`src/rtl/ifu_pkg.sv`:
```
// Shared widths, queue entry type and run/halt state for the instruction fetch unit.
// Latency: none (declarations only).
// Backpressure: none (declarations only).
package ifu_pkg;

  localparam int INSTR_W = 16;
  localparam int PC_W    = 16;
  localparam logic [PC_W-1:0] PC_STEP = 16'd2;

  // One prefetched instruction together with the byte address it came from.
  typedef struct packed {
    logic [INSTR_W-1:0] instr;
    logic [PC_W-1:0]    pc;
  } ifu_entry_t;

  typedef enum logic {
    ST_RUN  = 1'b0,
    ST_HALT = 1'b1
  } ifu_state_t;

  // Instructions are 16-bit, so fetch addresses always have bit 0 clear.
  function automatic logic [PC_W-1:0] align_pc(input logic [PC_W-1:0] pc);
    return pc & ~PC_W'(1);
  endfunction

endpackage

```
`src/rtl/fetch_queue.sv`:
```
// Prefetch FIFO of DEPTH instruction entries with flush and occupancy count.
// Latency: a push in cycle N is visible at the head in cycle N+1 (no bypass).
// Backpressure: head is held until pop_rdy; push and pop may coincide at any occupancy, including full.
module fetch_queue
  import ifu_pkg::*;
#(
  parameter int DEPTH = 4
) (
  input  logic                     clock,
  input  logic                     reset,
  input  logic                     flush,
  input  logic                     push_vld,
  input  ifu_entry_t               push_dat,
  input  logic                     pop_rdy,
  output logic                     head_vld,
  output ifu_entry_t               head_dat,
  output logic [$clog2(DEPTH):0]   occ
);

  localparam int AW   = $clog2(DEPTH);
  localparam int CNTW = AW + 1;

  ifu_entry_t       store [DEPTH];
  logic [AW-1:0]    rd_ptr;
  logic [AW-1:0]    wr_ptr;
  logic [CNTW-1:0]  count;
  logic             do_pop;

  assign do_pop   = pop_rdy && (count != '0);
  assign head_vld = (count != '0);
  assign head_dat = store[rd_ptr];
  assign occ      = count;

  // Ring-buffer pointers and count; a flush empties the queue without touching storage.
  always_ff @(posedge clock) begin
    if (reset) begin
      rd_ptr <= '0;
      wr_ptr <= '0;
      count  <= '0;
      for (int i = 0; i < DEPTH; i++) begin
        store[i] <= '0;
      end
    end else if (flush) begin
      rd_ptr <= '0;
      wr_ptr <= '0;
      count  <= '0;
    end else begin
      if (push_vld) begin
        store[wr_ptr] <= push_dat;
        wr_ptr        <= wr_ptr + AW'(1);
      end
      if (do_pop) begin
        rd_ptr <= rd_ptr + AW'(1);
      end
      case ({push_vld, do_pop})
        2'b10:   count <= count + CNTW'(1);
        2'b01:   count <= count - CNTW'(1);
        default: count <= count;
      endcase
    end
  end

endmodule

```
`src/rtl/instr_fetch_unit.sv`:
```
// Fetch stage: issues PC-ordered memory reads under a DEPTH credit cap and queues returned words for the core.
// Latency: grant in N, response >= N+1, ir_valid the cycle after the response.
// Backpressure: ir_ready stalls the queue; requests stop when queue + outstanding + stale reach DEPTH. IFU_ALIGN_CHECK_EN enables the misaligned-redirect halt.
module instr_fetch_unit
  import ifu_pkg::*;
#(
  parameter int              DEPTH    = 4,
  parameter logic [PC_W-1:0] RESET_PC = 16'h0000
) (
  input  logic               clock,
  input  logic               reset,
  output logic               mem_req,
  output logic [PC_W-1:0]    mem_addr,
  input  logic               mem_gnt,
  input  logic               mem_rvalid,
  input  logic [INSTR_W-1:0] mem_rdata,
  output logic               ir_valid,
  output logic [INSTR_W-1:0] ir,
  output logic [PC_W-1:0]    ir_pc,
  input  logic               ir_ready,
  input  logic               redirect_valid,
  input  logic [PC_W-1:0]    redirect_pc,
  output logic               fetch_err
);

  localparam int QW = $clog2(DEPTH) + 1;
  localparam int CW = $clog2(DEPTH) + 2;

  logic [PC_W-1:0] fetch_pc;
  logic [PC_W-1:0] resp_pc;
  logic [CW-1:0]   live_cnt;
  logic [CW-1:0]   stale_cnt;
  logic [CW-1:0]   credit_used;
  logic [QW-1:0]   occ;
  ifu_state_t      state;
  ifu_entry_t      push_dat;
  ifu_entry_t      head;
  logic            grant;
  logic            resp_live;
  logic            resp_stale;
  logic            push_vld;
  logic            misaligned;
  logic            halted;

`ifdef IFU_ALIGN_CHECK_EN
  assign misaligned = redirect_pc[0];
`else
  assign misaligned = 1'b0;
`endif

  assign halted      = (state == ST_HALT);
  // Every slot is either queued, in flight for the current stream, or in flight but doomed.
  assign credit_used = CW'(occ) + live_cnt + stale_cnt;
  assign mem_req     = !reset && !halted && !redirect_valid && (credit_used < CW'(DEPTH));
  assign mem_addr    = fetch_pc;
  assign grant       = mem_req && mem_gnt;

  // Responses drain the stale backlog first; only then do they belong to the live stream.
  assign resp_stale  = mem_rvalid && (stale_cnt != '0);
  assign resp_live   = mem_rvalid && (stale_cnt == '0);
  assign push_vld    = resp_live && !redirect_valid;
  assign push_dat    = '{instr: mem_rdata, pc: resp_pc};

  fetch_queue #(.DEPTH(DEPTH)) u_queue (
    .clock    (clock),
    .reset    (reset),
    .flush    (redirect_valid),
    .push_vld (push_vld),
    .push_dat (push_dat),
    .pop_rdy  (ir_ready),
    .head_vld (ir_valid),
    .head_dat (head),
    .occ      (occ)
  );

  assign ir    = head.instr;
  assign ir_pc = head.pc;

  // Fetch/response PCs and the live/stale request counters; a redirect turns all live requests stale.
  always_ff @(posedge clock) begin
    if (reset) begin
      fetch_pc  <= RESET_PC;
      resp_pc   <= RESET_PC;
      live_cnt  <= '0;
      stale_cnt <= '0;
    end else if (redirect_valid) begin
      fetch_pc  <= align_pc(redirect_pc);
      resp_pc   <= align_pc(redirect_pc);
      live_cnt  <= '0;
      stale_cnt <= stale_cnt + live_cnt + CW'(grant) - CW'(mem_rvalid);
    end else begin
      if (grant) begin
        fetch_pc <= fetch_pc + PC_STEP;
      end
      if (resp_live) begin
        resp_pc <= resp_pc + PC_STEP;
      end
      live_cnt <= live_cnt + CW'(grant) - CW'(resp_live);
      if (resp_stale) begin
        stale_cnt <= stale_cnt - CW'(1);
      end
    end
  end

  // Run/halt control with the sticky misaligned-redirect flag; only an aligned redirect or reset resumes.
  always_ff @(posedge clock) begin
    if (reset) begin
      state     <= ST_RUN;
      fetch_err <= 1'b0;
    end else if (redirect_valid) begin
      if (misaligned) begin
        state     <= ST_HALT;
        fetch_err <= 1'b1;
      end else begin
        state     <= ST_RUN;
        fetch_err <= 1'b0;
      end
    end
  end

  // A response must always belong to some outstanding request.
  a_resp_has_owner: assert property (@(posedge clock) disable iff (reset)
    mem_rvalid |-> ((stale_cnt != '0) || (live_cnt != '0)));

endmodule

```
`config.mk`:
```
export PLATFORM = sky130hd
export DESIGN_NAME = instr_fetch_unit
export DESIGN_NICKNAME = d
export VERILOG_FILES = /design/src/rtl/ifu_pkg.sv /design/src/rtl/fetch_queue.sv /design/src/rtl/instr_fetch_unit.sv
export SDC_FILE = /design/constraint.sdc
export NUM_CORES = 1
export LEC_CHECK = 0
export BUFFER_PORTS_ARGS = -buffer_cell sky130_fd_sc_hd__buf_2
export CAP_MARGIN = 20
export CORE_MARGIN = 2
export CORE_UTILIZATION = 57
export DETAILED_ROUTE_END_ITERATION = 16
export GPL_TIMING_DRIVEN = 0
export PLACE_DENSITY = 0.89
export SYNTH_ARGS = -nofsm -noshare
export SYNTH_HDL_FRONTEND = slang
export SYNTH_SLANG_ARGS = --single-unit
```
`constraint.sdc`:
```
create_clock -name clock -period 4.64 [get_ports clock]
set_input_delay 0.464 -clock clock [delete_from_list [all_inputs] [get_ports clock]]
set_output_delay 0.464 -clock clock [all_outputs]
set_load 0.005 [all_outputs]
```
==> results.json <==
{
  "first_pass_iters": 5,
  "ant_nets": 0,
  "diodes": 0,
  "hold_slack_ps": 326,
  "critPathMaxFanout": 5,
  "cts_setup_buffers": 0,
  "yosysUniqueCellTypes": 46,
  "slowest_stage": "fa_1",
  "fin_nets": 815,
  "dieArea_mm2": 0.0149,
  "crit_path_frequent_cell": "fa_1",
  "setup_viol": 0,
  "vias": 5354,
  "place_area_mm2": 0.00868,
  "path_cells": "inv_1 -> fa_1 -> or2_2 -> fa_1 -> xnor2_1 -> xnor2_1 -> nand2_2 -> inv_2 -> fa_1 -> fa_1 -> xnor2_1 -> nand2_1 -> o211a_1",
  "fin_crit_ps": 3780,
  "rows": 43,
  "yosys.area.top_type_share_pct": 46.8,
  "drive_gt1_share_pct": 21.7,
  "worstSetupStartpoint": "live_cnt[1]",
  "fin_area_mm2": 0.00927,
  "yosysMostFrequentCell": "edfxtp_1",
  "cts_num_sinks": 171,
  "status": "completed",
  "critPathKind": "reg2reg",
  "clockRootBuffer": "clkbuf_16",
  "die_w_um": 122,
  "numCtsBuffers": 17,
  "yosysTopAreaCell": "edfxtp_1",
  "syn_to_final_growth_pct": 16.7,
  "synthTopCellsByCount": "edfxtp_1 (124), nor2_1 (89), inv_1 (55)",
  "crit_required_ps": 4960,
  "cp-start-kind": "flop",
  "io_pins": 89,
  "gp_congestion": 0.838,
  "cts_hold_buf": 0,
  "coreArea_mm2": 0.0138,
  "post-place-ws_ps": 879,
  "drt_iter0_drc": 426,
  "antenna_found_initial": 0,
  "design_power_total_mw": 4.01,
  "grt-ovfl-total": 0,
  "cap_violations": 0,
  "grtUsageTotal_pct": 23.9,
  "min_path_type": "in2reg",
  "skew_ps": 6.21,
  "clockBufferDepth": 2,
  "grt_max_degree": 32,
  "initial_core_util_pct": 57.7,
  "synth_area_mm2": 0.00795,
  "io_buffers": 84,
  "post-route-period-util_pct": 81.5,
  "vias_per_cell": 5.65,
  "synth_flop_cell": "edfxtp_1",
  "hpwl_mm": 11.2,
  "cts.clk_slew.worst_paths_ps": 70,
  "setup_ws_ps": 860,
  "yosys_warnings": 0,
  "post_cts_resize_count": 0,
  "synthTopCellsByArea": "edfxtp_1 (47%), dfxtp_1 (12%), mux4_2 (8.8%), nor2_1 (4.2%), and2_1 (2.8%)",
  "stdcell_count": 948,
  "peakVddDrop_v": 0.000306,
  "r2r-start": "live_cnt[1]",
  "cts_tree": "yes",
  "rrSetupSlack_ps": 860,
  "min_from": "mem_rdata[10]",
  "grt_pass1_wl_mm": 26.4,
  "wire_per_inst_um": 17.8,
  "worstSetupEndpointType": "flop",
  "max_slew.worst_pin.slew_ps": 832,
  "h-tree-depth": 4,
  "synth-seq-cells": 171,
  "crit_arrival_ps": 4100,
  "fmax_ghz": 0.265,
  "drv_slew": 0,
  "routed_wl_mm": 16.9,
  "die_height_um": 122,
  "rsz0062_at_grt": "false",
  "cellPowerDensity_mw_per_mm2": 432,
  "async_flop_share_pct": 0,
  "power_leakage_nw": 3.68,
  "syn_inst": 648,
  "clkLatencyLatePin_ps": 430,
  "avgSynthCellArea_um2": 12.3,
  "grt_pass1_vias": 5336,
  "drc": 0,
  "cpPeakStageDelay_ps": 470,
  "place_inst": 916,
  "slew_headroom_pct": 44.3,
  "synth-edff-count": 124,
  "hold_viol": 0,
  "yosysSeqAreaShare_pct": 58.7
}
-- layer usage --
layer  part of all wire, %  GRT usage [%]
met1                    40           28.9
met2                    52           41.5
met3                   7.1           5.06
met4                   1.8           9.84
met5                     0              0
-- state kept, by name (all words and copies together) (netlist names), named ones only --
register,count
u_queue.occ,3
u_queue.rd_ptr,2
mem_addr,15
live_cnt,4
resp_pc,15
u_queue.wr_ptr,2
stale_cnt,4
u_queue.store,124
-- cell usage in the layout (no fill, tap or decap), types with 4 or more instances in the layout --
cell        netlist  layout
clkbuf_1         23      24
inv_6             0       4
inv_1            55      55
xnor2_1          23      23
nor3_1            6       6
xor2_1           17      17
and2_1           35      35
fa_1              7       7
nand4_1          10      10
nand3_1           9       9
and3_1            5       5
dfxtp_1          47      47
a21boi_1          9       9
clkinvlp_4        0       4
edfxtp_1        124     124
a21boi_0         14      14
buf_2             4      88
a21oi_1          12      12
nand2_1          54      53
o21ai_0           6       4
o21a_1           11      11
mux4_2           31      31
clkbuf_16         0      17
nor4_1            4       4
ha_1             15      15
nor2_1           89      89
-- logic make-up (layout without fill, tap and decap cells) --
| family | after synthesis | in the layout | synth area share [%] |
|---|---|---|---|
| compound gates | 66 | 66 | 5.65 |
| xor+xnor | 42 | 42 | 4.82 |
| fa+ha+maj | 22 | 22 | 4.12 |
| buf+inv | 87 | 205 | 4.31 |
| flops | 171 | 171 | 58.7 |
| mux | 33 | 33 | 9.03 |
| other cells | 1 | 3 | 0.0472 |
| simple gates | 226 | 226 | 13.3 |
-- area by class of cell --
cell class	instances	area [um^2]
clock buffers	18	429
plain buffers	30	129
well taps	180	225
flip-flops and latches	171	4660
clock inverters	14	169
repair buffers	86	468
fillers	979	4500
multi-input cells	392	2980
inverters	57	214
-- where the power goes --
group | switching [mW] | internal, mW
clock | 0.597 | 0.849
combinational | 0.410 | 0.311
sequential | 0.0848 | 1.75
total | 1.09 | 2.91
-- worst max-delay path, delay by kind of cell (launching register included) --
| kind | cells | cell delay, ps |
|---|---|---|
| XOR/XNOR | 3 | 730 |
| AND/OR/NAND/NOR | 3 | 530 |
| AO/OA/AOI/OAI | 1 | 150 |
| buffers and inverters | 2 | 200 |
| adder cells (fa/ha/maj) | 4 | 1680 |
| flip-flops | 1 | 380 |
-- per-stage QoR --
stage	TNS, ps	util (%)
after floorplan	0	-
after global placement	-47660	62.5
after detailed placement	0	63.0
after CTS	0	67.3
after global routing	0	67.3
final	0	67.3
-- worst paths after layout --
| path | endpoint | depth (start not counted) |
|---|---|---|
| max | stale_cnt[2] | 13 |
| min | u_queue.store[0][26] | 2 |
| max reg2reg | stale_cnt[2] | 13 |
| min reg2reg | u_queue.wr_ptr[1] | 2 |
(Power assumes the default switching activity.)
